[config.mk]
export PLATFORM = sky130hd
export DESIGN_NAME = game_flow_ctrl_flat
export DESIGN_NICKNAME = d
export VERILOG_FILES = /design/src/rtl/game_flow_if.sv /design/src/rtl/game_flow_ctrl.sv /design/src/flat_wrapper.sv
export SDC_FILE = /design/constraint.sdc
export NUM_CORES = 1
export LEC_CHECK = 0
export ABC_AREA = 0
export CAP_MARGIN = 20
export CORE_ASPECT_RATIO = 1.4
export CORE_MARGIN = 1.5
export CORE_UTILIZATION = 46
export DETAILED_ROUTE_END_ITERATION = 8
export PLACE_DENSITY = 0.76
export SLEW_MARGIN = 20
export SYNTH_ARGS = -nofsm -noshare
export SYNTH_HDL_FRONTEND = slang
export SYNTH_SLANG_ARGS = --single-unit
[constraint.sdc]
create_clock -name clk -period 3.5 [get_ports clk]
set_input_delay 0.525 -clock clk [delete_from_list [all_inputs] [get_ports clk]]
set_output_delay 0.525 -clock clk [all_outputs]
set_load 0.05 [all_outputs]
[src/rtl/game_flow_if.sv]
// game_flow_if: bundles the game controller's key/event inputs and status outputs
interface game_flow_if #(
    parameter int NUM_STARS = 3
);
    logic                 tick_hsec;
    logic                 enter;
    logic                 pause_key;
    logic                 hit;
    logic [NUM_STARS-1:0] star_pulse;
    logic                 at_goal;
    logic [2:0]           state;
    logic [11:0]          time_bcd;
    logic [2:0]           hp;
    logic [NUM_STARS-1:0] stars_got;
    logic                 all_stars;
    logic [2:0]           level;
    logic [3:0]           wait_digit;
    logic                 sfx;

    modport master (
        output tick_hsec, enter, pause_key, hit, star_pulse, at_goal,
        input  state, time_bcd, hp, stars_got, all_stars, level, wait_digit, sfx
    );

    modport slave (
        input  tick_hsec, enter, pause_key, hit, star_pulse, at_goal,
        output state, time_bcd, hp, stars_got, all_stars, level, wait_digit, sfx
    );
endinterface

[src/rtl/game_flow_ctrl.sv]
// game_flow_ctrl: round FSM with BCD timer, HP/invulnerability, stars and levels; PAUSE enabled by GAME_FLOW_PAUSE_EN
module game_flow_ctrl #(
    parameter int START_MIN  = 1,
    parameter int START_SEC  = 47,
    parameter int WAIT_TICKS = 6,
    parameter int MAX_HP     = 3,
    parameter int NUM_STARS  = 3,
    parameter int NUM_LEVELS = 4,
    parameter int INV_TICKS  = 2
) (
    input logic        clk,
    input logic        rst_n,
    game_flow_if.slave bus
);
    typedef enum logic [2:0] {
        S_INIT  = 3'd0,
        S_WAIT  = 3'd1,
        S_GAME  = 3'd2,
        S_WIN   = 3'd3,
        S_LOSE  = 3'd4,
        S_PAUSE = 3'd5
    } state_t;

`ifdef GAME_FLOW_PAUSE_EN
    localparam bit PAUSE_EN = 1'b1;
`else
    localparam bit PAUSE_EN = 1'b0;
`endif

    localparam logic [11:0] TIME_START = {4'(START_MIN), 4'(START_SEC / 10), 4'(START_SEC % 10)};

    // One-second BCD decrement that sticks at 0:00
    function automatic logic [11:0] bcd_dec(input logic [11:0] t);
        logic [3:0] m, tn, on;
        {m, tn, on} = t;
        if (t == 12'h000) return t;
        if (on != 4'd0) return {m, tn, on - 4'd1};
        if (tn != 4'd0) return {m, tn - 4'd1, 4'd9};
        return {m - 4'd1, 4'd5, 4'd9};
    endfunction

    state_t               state_q, state_d;
    logic [3:0]           cnt_q, cnt_d, inv_q, inv_d, wait_digit_q, wait_digit_d;
    logic [11:0]          time_q, time_d;
    logic [2:0]           hp_q, hp_d, level_q, level_d;
    logic [NUM_STARS-1:0] stars_q, stars_d;
    logic                 all_q, all_d, phase_q, phase_d, sfx_q, sfx_d;
    logic                 in_game, hit_ok, win, lose, pause_go;
    logic [4:0]           wd_raw;

    assign in_game  = state_q == S_GAME;
    assign hit_ok   = in_game && bus.hit && inv_q == 4'd0;
    assign win      = in_game && bus.at_goal && all_q;
    assign lose     = in_game && (time_q == 12'h000 || hp_q == 3'd0);
    assign pause_go = PAUSE_EN && in_game && bus.pause_key;

    // State register
    always_ff @(posedge clk or negedge rst_n) begin
        if (!rst_n) state_q <= S_INIT;
        else        state_q <= state_d;
    end

    // Next-state logic; win is tested before lose so it takes priority
    always_comb begin
        state_d = state_q;
        case (state_q)
            S_INIT:        if (bus.enter) state_d = S_WAIT;
            S_WAIT:        if (bus.tick_hsec && cnt_q + 4'd1 == 4'(WAIT_TICKS)) state_d = S_GAME;
            S_GAME:        state_d = win ? S_WIN : lose ? S_LOSE : pause_go ? S_PAUSE : S_GAME;
            S_WIN, S_LOSE: if (bus.enter) state_d = S_WAIT;
            S_PAUSE:       state_d = !PAUSE_EN ? S_INIT : bus.pause_key ? S_GAME : S_PAUSE;
            default:       state_d = S_INIT;
        endcase
    end

    // Datapath and registered-output next values; round setup on WAIT entry overrides everything
    always_comb begin
        cnt_d   = cnt_q;
        time_d  = time_q;
        hp_d    = hp_q;
        stars_d = stars_q;
        inv_d   = inv_q;
        phase_d = phase_q;
        level_d = level_q;
        if (in_game) begin
            if (bus.tick_hsec) begin
                phase_d = ~phase_q;
                if (phase_q) time_d = bcd_dec(time_q);
            end
            if (hit_ok) begin
                hp_d  = hp_q - {2'b00, hp_q != 3'd0};
                inv_d = 4'(INV_TICKS);
            end else if (bus.tick_hsec && inv_q != 4'd0) begin
                inv_d = inv_q - 4'd1;
            end
            stars_d = stars_q | bus.star_pulse;
        end
        if (state_q == S_WAIT && bus.tick_hsec) cnt_d = cnt_q + 4'd1;
        if (state_q == S_WAIT && state_d == S_GAME) phase_d = 1'b0;
        if (state_q == S_WIN && state_d == S_WAIT) level_d = level_q == 3'(NUM_LEVELS - 1) ? 3'd0 : level_q + 3'd1;
        if (state_q == S_LOSE && state_d == S_WAIT) level_d = 3'd0;
        if (state_q != S_WAIT && state_d == S_WAIT) begin
            cnt_d   = 4'd0;
            time_d  = TIME_START;
            hp_d    = 3'(MAX_HP);
            stars_d = '0;
            inv_d   = 4'd0;
        end
        all_d        = &stars_d;
        wd_raw       = 5'(WAIT_TICKS + 1) - {1'b0, cnt_d};
        wait_digit_d = state_d == S_WAIT ? 4'(wd_raw >> 1) : 4'd0;
        sfx_d        = in_game && (hit_ok || |(bus.star_pulse & ~stars_q));
    end

    // Datapath registers
    always_ff @(posedge clk or negedge rst_n) begin
        if (!rst_n) begin
            cnt_q        <= 4'd0;
            time_q       <= TIME_START;
            hp_q         <= 3'(MAX_HP);
            stars_q      <= '0;
            all_q        <= 1'b0;
            inv_q        <= 4'd0;
            phase_q      <= 1'b0;
            level_q      <= 3'd0;
            wait_digit_q <= 4'd0;
            sfx_q        <= 1'b0;
        end else begin
            cnt_q        <= cnt_d;
            time_q       <= time_d;
            hp_q         <= hp_d;
            stars_q      <= stars_d;
            all_q        <= all_d;
            inv_q        <= inv_d;
            phase_q      <= phase_d;
            level_q      <= level_d;
            wait_digit_q <= wait_digit_d;
            sfx_q        <= sfx_d;
        end
    end

    assign bus.state      = state_q;
    assign bus.time_bcd   = time_q;
    assign bus.hp         = hp_q;
    assign bus.stars_got  = stars_q;
    assign bus.all_stars  = all_q;
    assign bus.level      = level_q;
    assign bus.wait_digit = wait_digit_q;
    assign bus.sfx        = sfx_q;
endmodule

[src/flat_wrapper.sv]
// flat-port wrapper written by rule: the top's interface ports become plain ports
module game_flow_ctrl_flat 
#(
    parameter int START_MIN  = 1,
    parameter int START_SEC  = 47,
    parameter int WAIT_TICKS = 6,
    parameter int MAX_HP     = 3,
    parameter int NUM_STARS  = 3,
    parameter int NUM_LEVELS = 4,
    parameter int INV_TICKS  = 2
)
  (clk, rst_n, bus_tick_hsec, bus_enter, bus_pause_key, bus_hit, bus_star_pulse, bus_at_goal, bus_state, bus_time_bcd, bus_hp, bus_stars_got, bus_all_stars, bus_level, bus_wait_digit, bus_sfx);
  game_flow_if #(.NUM_STARS(NUM_STARS)) bus_i ();
  input logic clk;
  input logic rst_n;
  input wire logic [$bits(bus_i.tick_hsec)-1:0] bus_tick_hsec;
  input wire logic [$bits(bus_i.enter)-1:0] bus_enter;
  input wire logic [$bits(bus_i.pause_key)-1:0] bus_pause_key;
  input wire logic [$bits(bus_i.hit)-1:0] bus_hit;
  input wire logic [$bits(bus_i.star_pulse)-1:0] bus_star_pulse;
  input wire logic [$bits(bus_i.at_goal)-1:0] bus_at_goal;
  output wire logic [$bits(bus_i.state)-1:0] bus_state;
  output wire logic [$bits(bus_i.time_bcd)-1:0] bus_time_bcd;
  output wire logic [$bits(bus_i.hp)-1:0] bus_hp;
  output wire logic [$bits(bus_i.stars_got)-1:0] bus_stars_got;
  output wire logic [$bits(bus_i.all_stars)-1:0] bus_all_stars;
  output wire logic [$bits(bus_i.level)-1:0] bus_level;
  output wire logic [$bits(bus_i.wait_digit)-1:0] bus_wait_digit;
  output wire logic [$bits(bus_i.sfx)-1:0] bus_sfx;
  assign bus_i.tick_hsec = bus_tick_hsec;
  assign bus_i.enter = bus_enter;
  assign bus_i.pause_key = bus_pause_key;
  assign bus_i.hit = bus_hit;
  assign bus_i.star_pulse = bus_star_pulse;
  assign bus_i.at_goal = bus_at_goal;
  assign bus_state = bus_i.state;
  assign bus_time_bcd = bus_i.time_bcd;
  assign bus_hp = bus_i.hp;
  assign bus_stars_got = bus_i.stars_got;
  assign bus_all_stars = bus_i.all_stars;
  assign bus_level = bus_i.level;
  assign bus_wait_digit = bus_i.wait_digit;
  assign bus_sfx = bus_i.sfx;
  game_flow_ctrl #(.START_MIN(START_MIN), .START_SEC(START_SEC), .WAIT_TICKS(WAIT_TICKS), .MAX_HP(MAX_HP), .NUM_STARS(NUM_STARS), .NUM_LEVELS(NUM_LEVELS), .INV_TICKS(INV_TICKS)) u_core (.clk(clk), .rst_n(rst_n), .bus(bus_i));
endmodule
# After elaboration in Yosys (flattened, before gate mapping)
# Cells that the tools add are included.
# W data, S select, Z words.
totals:
  wordCells: 121
  n_memories: 0
  register_bits: 39
  rom_bits: 0
  latchBits: 0
  input_bits: 10
  out_inout_bits: 30
  mem_bits_rw: 0
op_classes:
  n_lt_le_gt_ge: 0
  n_reduce_logical: 39
  n_addsub: 8
  mux: 48
  bitwise_logic: 4
  n_mul: 0
  shifts: 0
  div: 0
  n_eq_ne: 10
ops:
  columns: ["cell", "count"]
  rows:
  - ["$mux W12", 10]
  - ["$mux W3", 12]
  - ["$mux W4", 7]
  - ["$mux W1", 18]
  - ["$sub A4 B1 Y4 const B", 4]
  - ["$reduce_bool A2 Y1", 7]
  - ["$logic_and A1 B1 Y1", 13]
  - ["$eq A3 B2 Y1 const B", 4]
  - ["$logic_not A12 Y1", 1]
  - ["$reduce_bool A4 Y1", 3]
  - ["$pmux W3 S3", 1]
  - ["$eq A3 B1 Y1 const B", 2]
  - ["$logic_not A3 Y1", 2]
  - ["$reduce_and A2 Y1", 3]
  - ["$reduce_and A3 Y1", 2]
  - ["$reduce_bool A3 Y1", 2]
  - ["$reduce_or A3 Y1", 2]
  - ["$ne A5 B3 Y1 const B", 1]
  - ["$sub A3 B4 Y5 const A", 1]
  - ["$add A4 B1 Y4 const B", 1]
  - ["$eq A4 B3 Y1 const B", 1]
  - ["$logic_not A4 Y1", 1]
  - ["$reduce_and A4 Y1", 1]
  - ["$add A3 B1 Y3 const B", 1]
  - ["8 further kinds", 9]

# Longest topological paths before layout
depth:
  ltp_word: 21
  mapped_depth: 8
  ltp_nobuf: 7

# Worst setup path after synthesis
# OpenSTA, ideal clock, no wires.
synth_path:
  path_kind: "register -> register"
  start: "register u_core.time_q[4] (netlist: u_core.bus.time_bcd[4])"
  end: "register u_core.level_q[1] (netlist: u_core.bus.level[1])"
  arrival_ns: 1.912
  period_less_slack_ns: 2.037
  path_stages_with_launch: 8
  required_ns: 3.375
  setup_time_ns: 0.125
  setup_slack_ns: 1.463
  n_path_buf: 0
  path_cell_list: "dfrtp_1 > inv_1 > ha_1 > nor3b_2 > nand4_1 > nand2_1 > o221ai_2 > mux2_4"
synth_via:
  elab_chain_len: 9
  elab_cells_between_ends: 11
  cone_classes: "1 x eq/ne; 4 x mux; 6 x reduce/logical"
synth_lines:
  columns: ["element", "line_no", "source"]
  rows:
  - ["from (decl)", "game_flow_ctrl.sv:44", "logic [11:0] time_q, time_d;"]
  - ["from (signal assigned)", "game_flow_ctrl.sv:130", "time_q <= time_d;"]
  - ["$logic_not A12 Y1 (*)", "game_flow_ctrl.sv:54", "assign lose = in_game && (time_q == 12'h000 || hp_q == 3'd0);"]
  - ["$logic_or A1 B1 Y1 (*)", "game_flow_ctrl.sv:54", null]
  - ["$logic_and A1 B1 Y1 (*)", "game_flow_ctrl.sv:54", null]
  - ["$mux W3 (*) (2 in a row)", "game_flow_ctrl.sv:69", "S_GAME: state_d = win ? S_WIN : lose ? S_LOSE : pause_go ? S_PAUSE : S_GAME;"]
  - ["$pmux W3 S3 (*)", "game_flow_ctrl.sv:66", "case (state_q)"]
  - ["$eq A3 B1 Y1 (*)", "game_flow_ctrl.sv:100, game_flow_ctrl.sv:101", null]
  - ["$logic_and A1 B1 Y1 (on tied branches)", "game_flow_ctrl.sv:101, game_flow_ctrl.sv:100", null]
  - ["$mux W3 / $reduce_bool A2 Y1 (equally long branches)", null, null]
  - ["to (signal assigned)", "game_flow_ctrl.sv:136", "level_q <= level_d;"]
  - ["to (decl)", "game_flow_ctrl.sv:45", "logic [2:0] hp_q, hp_d, level_q, level_d;"]
# Mark *: on every way between the ends. The rest lies on a longest branch, timed or not.
# A chain may end at the register's enable or synchronous reset.

# Worst setup path after layout
layout_path:
  start: "register u_core.state_q[0] (netlist: u_core.bus.state[0])"
  end: "output bus_state[0]"
layout_rtl:
  columns: ["element", "line_no", "source"]
  rows:
  - ["from (decl)", "game_flow_ctrl.sv:42", "state_t state_q, state_d;"]
  - ["from (signal assigned)", "game_flow_ctrl.sv:60", "else state_q <= state_d;"]
  - ["to (decl)", "flat_wrapper.sv:22", "output wire logic [$bits(bus_i.state)-1:0] bus_state;"]
# No word-level cell between the ends.

==> tab_implementation.tex <==
\begin{tabular}{lr}
\hline
Metric & Value \\
\hline
\multicolumn{2}{l}{\textbf{Detailed routing}} \\
\quad First-pass detailed-route iteration total & 4 \\
\quad Iteration-0 DRC Markers & 46 \\
\quad Number of remaining DRC errors & 0 \\
\quad Vias post-DR & 1721 \\
\quad Avg WL per Cell & around 14 um \\
\quad Routed via count divided by cell count & 5.41 \\
\quad Antenna violation net count after detailed routing & 0 \\
\quad Post-Route WL & 4540 um \\
\multicolumn{2}{l}{\textbf{Clock tree}} \\
\quad Number of clock sinks seen by CTS & 38 \\
\quad Post-CTS repair timing setup buffer count & 0 \\
\quad Clock edge transition at the registers on the reported setup and hold paths & 0.08 ns \\
\quad Maximum level of the CTS H-tree & 2 \\
\quad Clock root cell & sky130\_fd\_sc\_hd\_\_clkbuf\_8 \\
\quad TritonCTS clock tree & yes \\
\quad Resize count post-CTS & 0 \\
\quad Hold-fix buffers, CTS & 0 \\
\quad Number of buffers on the longest clock path & 2 \\
\quad Clock latency on the worst-skew pair & 0.29 ns \\
\quad Cts bufs inserted & 5 \\
\multicolumn{2}{l}{\textbf{Floorplan}} \\
\quad I/O pin total & 40 \\
\quad DIE WIDTH & 60.9 um \\
\quad Total Die Area & 5120 um\^{}2 \\
\quad Vertical die dimension & 84.0 um \\
\quad Initial cell density of the core & 47.6\% \\
\quad Area of the placeable core & about 4500 um\^{}2 \\
\quad Number of placement rows & 29 \\
\multicolumn{2}{l}{\textbf{GRT}} \\
\quad Maximum number of pins on one net before global-route repair & 39 \\
\quad Number of antenna violations at the first check in global routing & 0 \\
\quad Total global routing track utilization & 19.6\% \\
\quad Number of global-route vias before repair & 1632 \\
\quad Wire length of the first global-routing pass & 7610 um \\
\quad Total gr overflow & 0 \\
\multicolumn{2}{l}{\textbf{Pwr}} \\
\quad Total net switching power & 0.821 mW \\
\quad Reported leakage power & 1.14 nW \\
\quad Combinational group share of total power & between 40\% and 50\% \\
\quad Sequential share of power & 35.9\% \\
\quad Proportion of power drawn by the clock network & 16.7\% \\
\quad Internal Dissipation & 1.04 mW \\
\quad Worst VDD drop & 0.348 mV \\
\quad PwrDens & between 700 and 800 nW/um\^{}2 \\
\quad Switching part of the total power & $\sim$44\% \\
\multicolumn{2}{l}{\textbf{Logic synthesis}} \\
\quad Leading post-synthesis cells by instance count & sky130\_fd\_sc\_hd\_\_dfrtp\_1, sky130\_fd\_sc\_hd\_\_nor2\_1, sky130\_fd\_sc\_hd\_\_nand2\_1 \\
\quad Summed instance area of the synthesized netlist & 2160 um\^{}2 \\
\quad Count leader, synth & sky130\_fd\_sc\_hd\_\_dfrtp\_1 \\
\quad Synthesized net count & 235 \\
\quad Cell count after synthesis & 216 \\
\quad Share of flip-flops with an asynchronous set or reset after synthesis & between 90\% and 100\% \\
\quad Average instance area after synthesis & approximately 10 um\^{}2 \\
\quad Biggest area contributors in the synthesized netlist & sky130\_fd\_sc\_hd\_\_dfrtp\_1, sky130\_fd\_sc\_hd\_\_dfstp\_2, sky130\_fd\_sc\_hd\_\_ha\_1 \\
\quad Count of flip-flops with a built-in enable after synthesis & 0 \\
\quad Top FF cell, synth & sky130\_fd\_sc\_hd\_\_dfrtp\_1 \\
\quad Synth area leader & sky130\_fd\_sc\_hd\_\_dfrtp\_1 \\
\quad Sequential element share of the synthesized area & 44.5\% \\
\quad Ys Warns & 0 \\
\quad Number of different library cells in the post-synthesis netlist & 58 \\
\quad Share of the synthesized area in the top cell type & 36.0\% \\
\quad Total of flip-flops plus latches after synthesis & 38 \\
\multicolumn{2}{l}{\textbf{Worst setup path}} \\
\quad Worst path required time & 2.97 ns \\
\quad Maximum fanout count along the critical path & 16 \\
\quad Slowest cell on crit path & sky130\_fd\_sc\_hd\_\_clkdlybuf4s50\_1 \\
\quad Bufs and invs on worst path & 1 \\
\quad Nature of the critical path endpoint & primary output \\
\quad Arrival time reported for the critical path endpoint & 1.89 ns \\
\quad Startpoint type of the worst setup path & register \\
\quad Max incr delay on CP & around 0.90 ns \\
\quad Crit path kind & reg -> out \\
\quad Cell class contributing the biggest share of worst-path delay & buffers and inverters \\
\quad Ordered cell list for the critical path & clkdlybuf4s50\_1 \\
\multicolumn{2}{l}{\textbf{Place}} \\
\quad Minimum setup slack after placement & 0.782 ns \\
\quad Placed wire-length estimate after detailed placement & $\sim$3300 um \\
\quad Count of port buffers added during placement & 38 \\
\quad Post-DP Area & around 2600 um\^{}2 \\
\quad Global placer's final weighted congestion & 0.793 \\
\multicolumn{2}{l}{\textbf{Timing}} \\
\quad Setup repair after global routing missed its margin & no \\
\quad Final hold viol count & 0 \\
\quad Final Skew & between 0.005 and 0.006 ns \\
\quad Setup\_tns & 0 ns \\
\quad Worst Max-Slew Pin Slew & about 0.81 ns \\
\quad Count of pins over their slew limit & 0 \\
\quad Clock period minus worst slack & 2.41 ns \\
\quad Relative slew slack & a little under half \\
\quad Final setup slack of the worst path & about 1.1 ns \\
\quad Share of the clock period used by the worst path after layout & 68.9\% \\
\quad Final setup violation count & 0 \\
\quad Achievable Freq & 0.415 GHz \\
\multicolumn{2}{l}{\textbf{Outcome}} \\
\quad Status & complete, no violations \\
\multicolumn{2}{l}{\textbf{Worst hold path}} \\
\quad Type of the tightest min-delay check & in -> async \\
\multicolumn{2}{l}{\textbf{Cells and area}} \\
\quad Area Growth Syn to Fin & 22.7\% \\
\quad Count of inserted antenna diode cells & 0 \\
\quad Sequential cell area & 960 um\^{}2 \\
\quad Filler instances & 393 \\
\quad Total area of multi-input combinational cells & 1080 um\^{}2 \\
\quad Total Nets Final & 274 \\
\quad Fraction of final layout cells with drive strength greater than 1 & 12.9\% \\
\quad Layout Cell Area excl Fill & about 2600 um\^{}2 \\
\multicolumn{2}{l}{\textbf{Run}} \\
\quad \# Max-Cap Violations & 0 \\
\hline
\end{tabular}
worst paths after layout:
kind,start,endpoint,slack [ns],depth (start not counted)
setup / recovery,u_core.bus.state[0],bus_state[0],1.09,1
hold / removal,rst_n,u_core.cnt_q[2],0.32,1
setup reg to reg,u_core.bus.state[0],u_core.bus.time_bcd[5],1.25,5
hold reg to reg,u_core.bus.level[2],u_core.bus.level[2],0.52,1
max in group asynchronous,rst_n,u_core.bus.level[2],2.66,1
min in group clk,u_core.bus.level[2],u_core.bus.level[2],0.52,1
cell type report:
type | instances | share of cell area [%]
multi-input cells | 157 | 40.8
clock inverters | 1 | 0.189
well taps | 62 | 2.93
clock buffers | 7 | 3.26
repair buffers | 40 | 14.7
flip-flops and latches | 38 | 36.2
inverters | 13 | 1.84
power by group through the flow:
| stage | sequential, mW | clock (mW) | combinational (mW) |
|---|---|---|---|
| finish | 0.669 | 0.311 | 0.883 |
| global route | 0.688 | 0.331 | 0.963 |
| CTS | 0.670 | 0.316 | 0.887 |
| detailed placement | 0.678 | 0 | 0.884 |
| global placement | 0.672 | 0 | 0.869 |
| floorplan | 0.867 | 0 | 0.455 |
flip-flops by register name, indices dropped and copies added (netlist names):
register	cells
u_core.bus.time_bcd	12
u_core.cnt_q	4
u_core.inv_q	4
u_core.bus.hp	3
u_core.bus.level	3
u_core.bus.stars_got	3
u_core.bus.state	3
u_core.bus.wait_digit	3
u_core.bus.all_stars	1
u_core.bus.sfx	1
u_core.phase_q	1
kinds of logic (layout without fill, tap and decap cells):
kind of cell	after synthesis	count (layout)	share of synthesized area [%]
xor+xnor	9	9	3.65
fa+ha+maj	9	9	5.22
buf+inv	21	61	5.45
flops	38	38	44.5
mux	4	4	2.09
compound gates	44	44	15.0
simple gates	91	91	24.1
through the flow:
| step | utilization [%] | hold WS (ns) | std cells | power [mW] |
|---|---|---|---|---|
| final | 58.4 | 0.320 | 318 | 1.86 |
| after global routing | 58.4 | 0.408 | 318 | 1.98 |
| after CTS | 58.4 | 0.359 | 318 | 1.87 |
| after detailed placement | 56.4 | 0.507 | 310 | 1.56 |
| after global placement | 56.4 | 0.504 | 310 | 1.54 |
| after floorplan | - | 0.229 | 216 | 1.32 |
per-layer routing:
metal  vias to the layer above  global-route usage [%]  part of all wire (%)
met5                         -                       0                     0
met4                         0                    6.32                   1.3
met1                       832                    25.1                    42
li1                        850                       -                     -
met3                         6                    3.88                   3.3
met2                        33                    32.5                    53
cell usage in the layout, fill, tap and decap left out, drive strengths merged, types with 3 or more instances in the layout:
| cell type | instances |
|---|---|
| clkdlybuf4s50 | 37 |
| dfrtp | 31 |
| nor2 | 25 |
| nand2 | 21 |
| inv | 13 |
| nand3 | 9 |
| a21oi | 9 |
| ha | 9 |
| o21ai | 9 |
| dfstp | 7 |
| clkbuf | 7 |
| xor2 | 6 |
| nor2b | 4 |
| o211ai | 4 |
| nor3b | 4 |
| nor3 | 4 |
| nand4 | 3 |
| and3 | 3 |
| mux2i | 3 |
| xnor2 | 3 |
| or2 | 3 |
| nor4 | 3 |
| buf | 3 |
Power figures use the tool's default switching activity.
